==> src/rtl/alu_pkg.sv <==
// Shared types and defaults for the ALU operation dispatcher.
// FSM state encoding, unit opcode constants and default widths.
package alu_pkg;

  typedef enum logic [2:0] {
    StIdle,
    StLaunch,
    StWaitHi,
    StWaitLo,
    StOut
  } alu_state_e;

  localparam logic [1:0] OP_COMPLEMENTO = 2'd0;
  localparam logic [1:0] OP_UNIT_1      = 2'd1;
  localparam logic [1:0] OP_UNIT_2      = 2'd2;
  localparam logic [1:0] OP_UNIT_3      = 2'd3;

  localparam int unsigned DEF_DATA_W      = 8;
  localparam int unsigned DEF_RES_W       = 4;
  localparam int unsigned DEF_NUM_OPS     = 4;
  localparam int unsigned DEF_OPCODE_W    = 2;
  localparam int unsigned DEF_TIMEOUT_CYC = 32;

endpackage

==> src/rtl/alu_done_sync.sv <==
// Two-flop synchroniser for the per-unit done lines, which are not clk-synchronous.
module alu_done_sync #(
  parameter int unsigned WIDTH = 4
) (
  input  logic             clk,
  input  logic             rst_n,
  input  logic [WIDTH-1:0] done_async,
  output logic [WIDTH-1:0] done_s
);

  logic [WIDTH-1:0] meta_q;
  logic [WIDTH-1:0] sync_q;

  always_ff @(posedge clk or negedge rst_n) begin
    if (!rst_n) begin
      meta_q <= '0;
      sync_q <= '0;
    end else begin
      meta_q <= done_async;
      sync_q <= meta_q;
    end
  end

  assign done_s = sync_q;

endmodule

==> src/rtl/alu_op_dispatch.sv <==
// Dispatches one opcode/operand to an ALU unit over a 4-phase enable/done handshake.
// Optional per-phase timeout enabled by defining ALU_DISPATCH_TIMEOUT_EN.
module alu_op_dispatch
  import alu_pkg::*;
#(
  parameter int unsigned DATA_W      = DEF_DATA_W,
  parameter int unsigned RES_W       = DEF_RES_W,
  parameter int unsigned NUM_OPS     = DEF_NUM_OPS,
  parameter int unsigned OPCODE_W    = DEF_OPCODE_W,
  parameter int unsigned TIMEOUT_CYC = DEF_TIMEOUT_CYC
) (
  input  logic                     clk,
  input  logic                     rst_n,
  input  logic                     in_valid,
  output logic                     in_ready,
  input  logic [OPCODE_W-1:0]      in_opcode,
  input  logic [DATA_W-1:0]        in_data,
  output logic [DATA_W-1:0]        op_data,
  output logic [NUM_OPS-1:0]       op_enable,
  input  logic [NUM_OPS-1:0]       op_done,
  input  logic [NUM_OPS*RES_W-1:0] op_result,
  output logic                     out_valid,
  input  logic                     out_ready,
  output logic [RES_W-1:0]         out_result,
  output logic [OPCODE_W-1:0]      out_opcode,
  output logic                     out_err
);

  alu_state_e          state_q;
  logic [DATA_W-1:0]   op_data_q;
  logic [NUM_OPS-1:0]  op_enable_q;
  logic [NUM_OPS-1:0]  sel_q;
  logic                stale_q;
  logic [RES_W-1:0]    out_result_q;
  logic [OPCODE_W-1:0] out_opcode_q;
  logic                out_err_q;

  logic [NUM_OPS-1:0]  done_s;
  logic [NUM_OPS-1:0]  req_sel;
  logic                req_illegal;
  logic                sel_done;
  logic [RES_W-1:0]    sel_result;

  alu_done_sync #(
    .WIDTH(NUM_OPS)
  ) u_done_sync (
    .clk       (clk),
    .rst_n     (rst_n),
    .done_async(op_done),
    .done_s    (done_s)
  );

  always_comb begin
    req_sel    = '0;
    sel_result = '0;
    for (int unsigned i = 0; i < NUM_OPS; i++) begin
      if (32'(in_opcode) == i) req_sel[i] = 1'b1;
      if (sel_q[i]) sel_result = op_result[i*RES_W +: RES_W];
    end
  end

  assign req_illegal = 32'(in_opcode) >= NUM_OPS;
  assign sel_done    = |(done_s & sel_q);

`ifdef ALU_DISPATCH_TIMEOUT_EN
  localparam int unsigned TMO_W = $clog2(TIMEOUT_CYC + 1);
  logic [TMO_W-1:0] tmo_q;
  logic             tmo_hit;
  assign tmo_hit = (tmo_q == TMO_W'(TIMEOUT_CYC - 1));
`else
  logic unused_timeout;
  assign unused_timeout = ^TIMEOUT_CYC;
`endif

  always_ff @(posedge clk or negedge rst_n) begin
    if (!rst_n) begin
      state_q      <= StIdle;
      op_data_q    <= '0;
      op_enable_q  <= '0;
      sel_q        <= '0;
      stale_q      <= 1'b0;
      out_result_q <= '0;
      out_opcode_q <= '0;
      out_err_q    <= 1'b0;
`ifdef ALU_DISPATCH_TIMEOUT_EN
      tmo_q        <= '0;
`endif
    end else begin
      unique case (state_q)
        StIdle: begin
          if (in_valid) begin
            op_data_q    <= in_data;
            out_opcode_q <= in_opcode;
            sel_q        <= req_sel;
            // A done already high before launch must be seen low before it is trusted.
            stale_q      <= |(done_s & req_sel);
            out_result_q <= '0;
            out_err_q    <= req_illegal;
            state_q      <= req_illegal ? StOut : StLaunch;
          end
        end
        StLaunch: begin
          op_enable_q <= sel_q;
          if (!sel_done) stale_q <= 1'b0;
`ifdef ALU_DISPATCH_TIMEOUT_EN
          tmo_q       <= '0;
`endif
          state_q     <= StWaitHi;
        end
        StWaitHi: begin
          if (!stale_q && sel_done) begin
            out_result_q <= sel_result;
            op_enable_q  <= '0;
`ifdef ALU_DISPATCH_TIMEOUT_EN
            tmo_q        <= '0;
`endif
            state_q      <= StWaitLo;
          end else begin
            if (!sel_done) stale_q <= 1'b0;
`ifdef ALU_DISPATCH_TIMEOUT_EN
            if (tmo_hit) begin
              op_enable_q <= '0;
              out_err_q   <= 1'b1;
              tmo_q       <= '0;
              state_q     <= StWaitLo;
            end else begin
              tmo_q <= tmo_q + 1'b1;
            end
`endif
          end
        end
        StWaitLo: begin
          if (!sel_done) begin
            state_q <= StOut;
`ifdef ALU_DISPATCH_TIMEOUT_EN
          end else if (tmo_hit) begin
            out_err_q <= 1'b1;
            state_q   <= StOut;
          end else begin
            tmo_q <= tmo_q + 1'b1;
`endif
          end
        end
        StOut: begin
          if (out_err_q) out_result_q <= '0;
          if (out_ready) state_q <= StIdle;
        end
        default: state_q <= StIdle;
      endcase
    end
  end

  assign in_ready   = (state_q == StIdle);
  assign out_valid  = (state_q == StOut);
  assign op_data    = op_data_q;
  assign op_enable  = op_enable_q;
  assign out_result = out_err_q ? '0 : out_result_q;
  assign out_opcode = out_opcode_q;
  assign out_err    = out_err_q;

endmodule

==> config.mk <==
export PLATFORM = sky130hd
export DESIGN_NAME = alu_op_dispatch
export DESIGN_NICKNAME = d
export VERILOG_FILES = /design/src/rtl/alu_pkg.sv /design/src/rtl/alu_done_sync.sv /design/src/rtl/alu_op_dispatch.sv
export SDC_FILE = /design/constraint.sdc
export NUM_CORES = 1
export LEC_CHECK = 0
export BUFFER_PORTS_ARGS = -buffer_cell sky130_fd_sc_hd__buf_2
export CORE_MARGIN = 2
export CORE_UTILIZATION = 48
export DETAILED_ROUTE_END_ITERATION = 10
export PLACE_DENSITY = 0.78
export SETUP_SLACK_MARGIN = 0.3
export SYNTH_ARGS = -nofsm -noshare
export SYNTH_HDL_FRONTEND = slang
export SYNTH_SLANG_ARGS = --single-unit
==> constraint.sdc <==
create_clock -name clk -period 1.8 [get_ports clk]
set_input_delay 0.27 -clock clk [delete_from_list [all_inputs] [get_ports clk]]
set_output_delay 0.27 -clock clk [all_outputs]
set_load 0.02 [all_outputs]
==> flow_summary.ini <==
[drt]
drtIter0Drc = 45
detail_route.wl_per_cell_um = 12.8
drt-vias-per-instance = 5.04
vias = 1235
drc = 0
dr.pass1.iters = 4
wl_mm = 3.13
antenna_left = 0

[worst_setup_path]
critical_path_arrival_ps = 1210
setup.worst_path.end_class = output port
crit_path_start_kind = flip-flop
slowest_stage = dfrtp_2
critPathRequiredTime_ps = 1530
cp_max_fo = 5
ff2ff_path_depth = 4
r2r_start = state_q[0]
worst-setup-path-type = flip-flop to output port
r2r_end = op_data[3]
reg2reg_slack_ps = 350
crit_path_cell_trace = nor2_4, nand2_2, inv_2, buf_6
slowest_delay_ps = 490

[pwr]
cellInternalPower_mw = 2.10
p_sw_mw = 1.41
p_sw_frac = 0.402
leakage_nw = 1.01
p_comb_frac = 0.524
peakVddDrop_v = 0.000876
total_power_mw = 3.51
p_per_area_mw_per_mm2 = 1740
seqPwrFrac = 0.354
power_frac_clock = 0.122

[place]
dp.cells = 227
gp_congestion = 0.799
hpwlAfterDp_mm = 2.19
io_buffers = 53

[logic_synthesis]
synth_top_area_frac = 0.557
ys_ff_latch = 34
yosysWarningCount = 0
syn-num-nets = 171
synth_edf_count = 0
syn_area_per_cell_um2 = 11.2
synthArstFlopShare = 1.00
synthesis.area_mm2 = 0.00153
synth_top_cells_by_area = dfrtp_1 56%, mux2_2 7.4%, mux2i_1 5.2%
ys_seq_area_frac = 0.557
synthDistinctLibCells = 30
yosysTopAreaCell = dfrtp_1
ys.flop_type = dfrtp_1
syn_inst = 137

[global_route]
groute.usage.overall = 0.182
grt.overflow.total = 0
grt_pass1_wl_mm = 4.89
grt_pass1_vias = 1232
grt_max_degree = 35
antenna_found_initial = 0

[timing]
setup_tns_ps = 0
worst_clock_skew_ps = 9.09
slew_headroom = 0.510
holdWs_ps = -11.6
setup_viol = 0
fmax_mhz = 676
finalHoldViolCount = 11
maxSlewViolCount = 0
worst_pin_slew_ps = 735
fin_crit_ps = 1480
rsz0062_at_grt = true
post-route-period-util = 0.822

[clock_tree]
numCtsBuffers = 5
tritoncts = yes
clock_latency_ps = 330
clock-sinks = 34
cts-root-buf = clkbuf_4
htree_levels = 2
path_clk_slew_ps = 100
clk_path_buf_depth = 2
postCtsHoldBufs = 0

[floorplan]
core_area_mm2 = 0.00303
die_area_mm2 = 0.00365
initial_core_util = 0.505
num_rows = 20
die_x_um = 60.4
ios = 55
die_h_um = 60.4

[run_status]
violations = hold timing
status = finished, violations left

[finish]
most-common-layout-cells = 51 x buf_2, 32 x dfrtp_1, 14 x nand2_1, 14 x buf_4, 10 x mux2_2
final_layout_size_suffix_gt1_frac = 0.483
antenna_cells = 0
n_fill_cell = 253
final_common_cell = buf_2
fin_cells = 245
syn_to_final_growth_pct = 31.7
fin_nets = 234

[flow_run]
maxCapViolCount = 0

[hold_path]
worstHoldPathType = primary input to asynchronous set/reset pin
-- Yosys cell counts, types with 2 or more instances --
cell	count
inv_1	5
mux2_2	10
dfrtp_1	34
nand2_1	16
clkbuf_1	5
a22oi_1	4
a22o_1	2
nor3_1	3
buf_2	3
nor2_1	7
a21oi_1	9
nand2b_1	4
buf_6	2
o2bb2ai_1	4
o21ai_0	7
mux2i_1	8
-- kinds of logic (layout without fill, tap and decap cells) --
family / count (synthesis) / after routing / synth area share
other cells: 1 / 1 / 0.00245
flops: 34 / 34 / 0.557
compound gates: 34 / 34 / 0.149
buf+inv: 17 / 81 / 0.0565
simple gates: 32 / 32 / 0.0942
mux: 19 / 19 / 0.141
-- power groups by stage --
stage | Clock [mW] | Combinational (mW) | Sequential, mW
floorplan | 0 | 0.954 | 1.46
finish | 0.429 | 1.84 | 1.24
CTS | 0.445 | 1.66 | 1.25
global route | 0.479 | 2.01 | 1.28
detailed placement | 0 | 1.57 | 1.27
global placement | 0 | 1.52 | 1.25
-- timing repair --
action	4_1_cts	5_1_grt
resized for setup	8	7
setup buffers	2	8
setup endpoints to repair	7	23
pin swaps	1	3
-- registers in the layout, summed over array words and instances (netlist names) --
name                count
stale_q                 1
out_opcode              2
out_result_q            4
state_q                 3
op_enable               4
sel_q                   4
u_done_sync.done_s      4
u_done_sync.meta_q      4
op_data                 8
-- critical path, delay by kind of cell (launching register included) --
| kind | cells | cell delay (ps) |
|---|---|---|
| buffers and inverters | 2 | 150 |
| AND/OR/NAND/NOR | 2 | 230 |
| flip-flops | 1 | 490 |
-- worst max-delay path by stage --
stage	startpoint	to	slack, ps	depth (start not counted)
6_report	state_q[0]	out_valid	320	4
2_1_floorplan	state_q[2]	op_data[2]	300	5
5_1_grt	state_q[0]	out_valid	270	4
4_1_cts	state_q[1]	out_valid	270	5
3_3_place_gp	sel_q[0]	stale_q	320	4
3_5_place_dp	sel_q[0]	stale_q	290	4
-- metal layers --
metal,GRT usage,vias up,part of all wire,wire length (um)
met4,0.0901,0,0.012,38
met2,0.307,43,0.50,1560
met5,0,-,0,0
met1,0.216,584,0.43,1350
li1,-,603,-,-
met3,0.0490,5,0.058,183
-- area by class of cell --
cell class | count | area [um^2] | area share
multi-input cells | 86 | 631 | 0.313
flip-flops and latches | 34 | 853 | 0.424
clock buffers | 7 | 55.1 | 0.0274
repair buffers | 68 | 394 | 0.196
well taps | 44 | 55.1 | 0.0274
clock inverters | 1 | 5.00 | 0.00249
inverters | 5 | 18.8 | 0.00933
-- stage by stage --
stage / worst slack [ps] / utilization / area (um^2)
after floorplan: 303 / - / 1540
after global placement: 318 / 0.605 / 1830
after detailed placement: 289 / 0.605 / 1830
after CTS: 267 / 0.637 / 1930
after global routing: 273 / 0.664 / 2010
final: 320 / 0.664 / 2010
No activity file was read; power rests on OpenSTA's default activity.
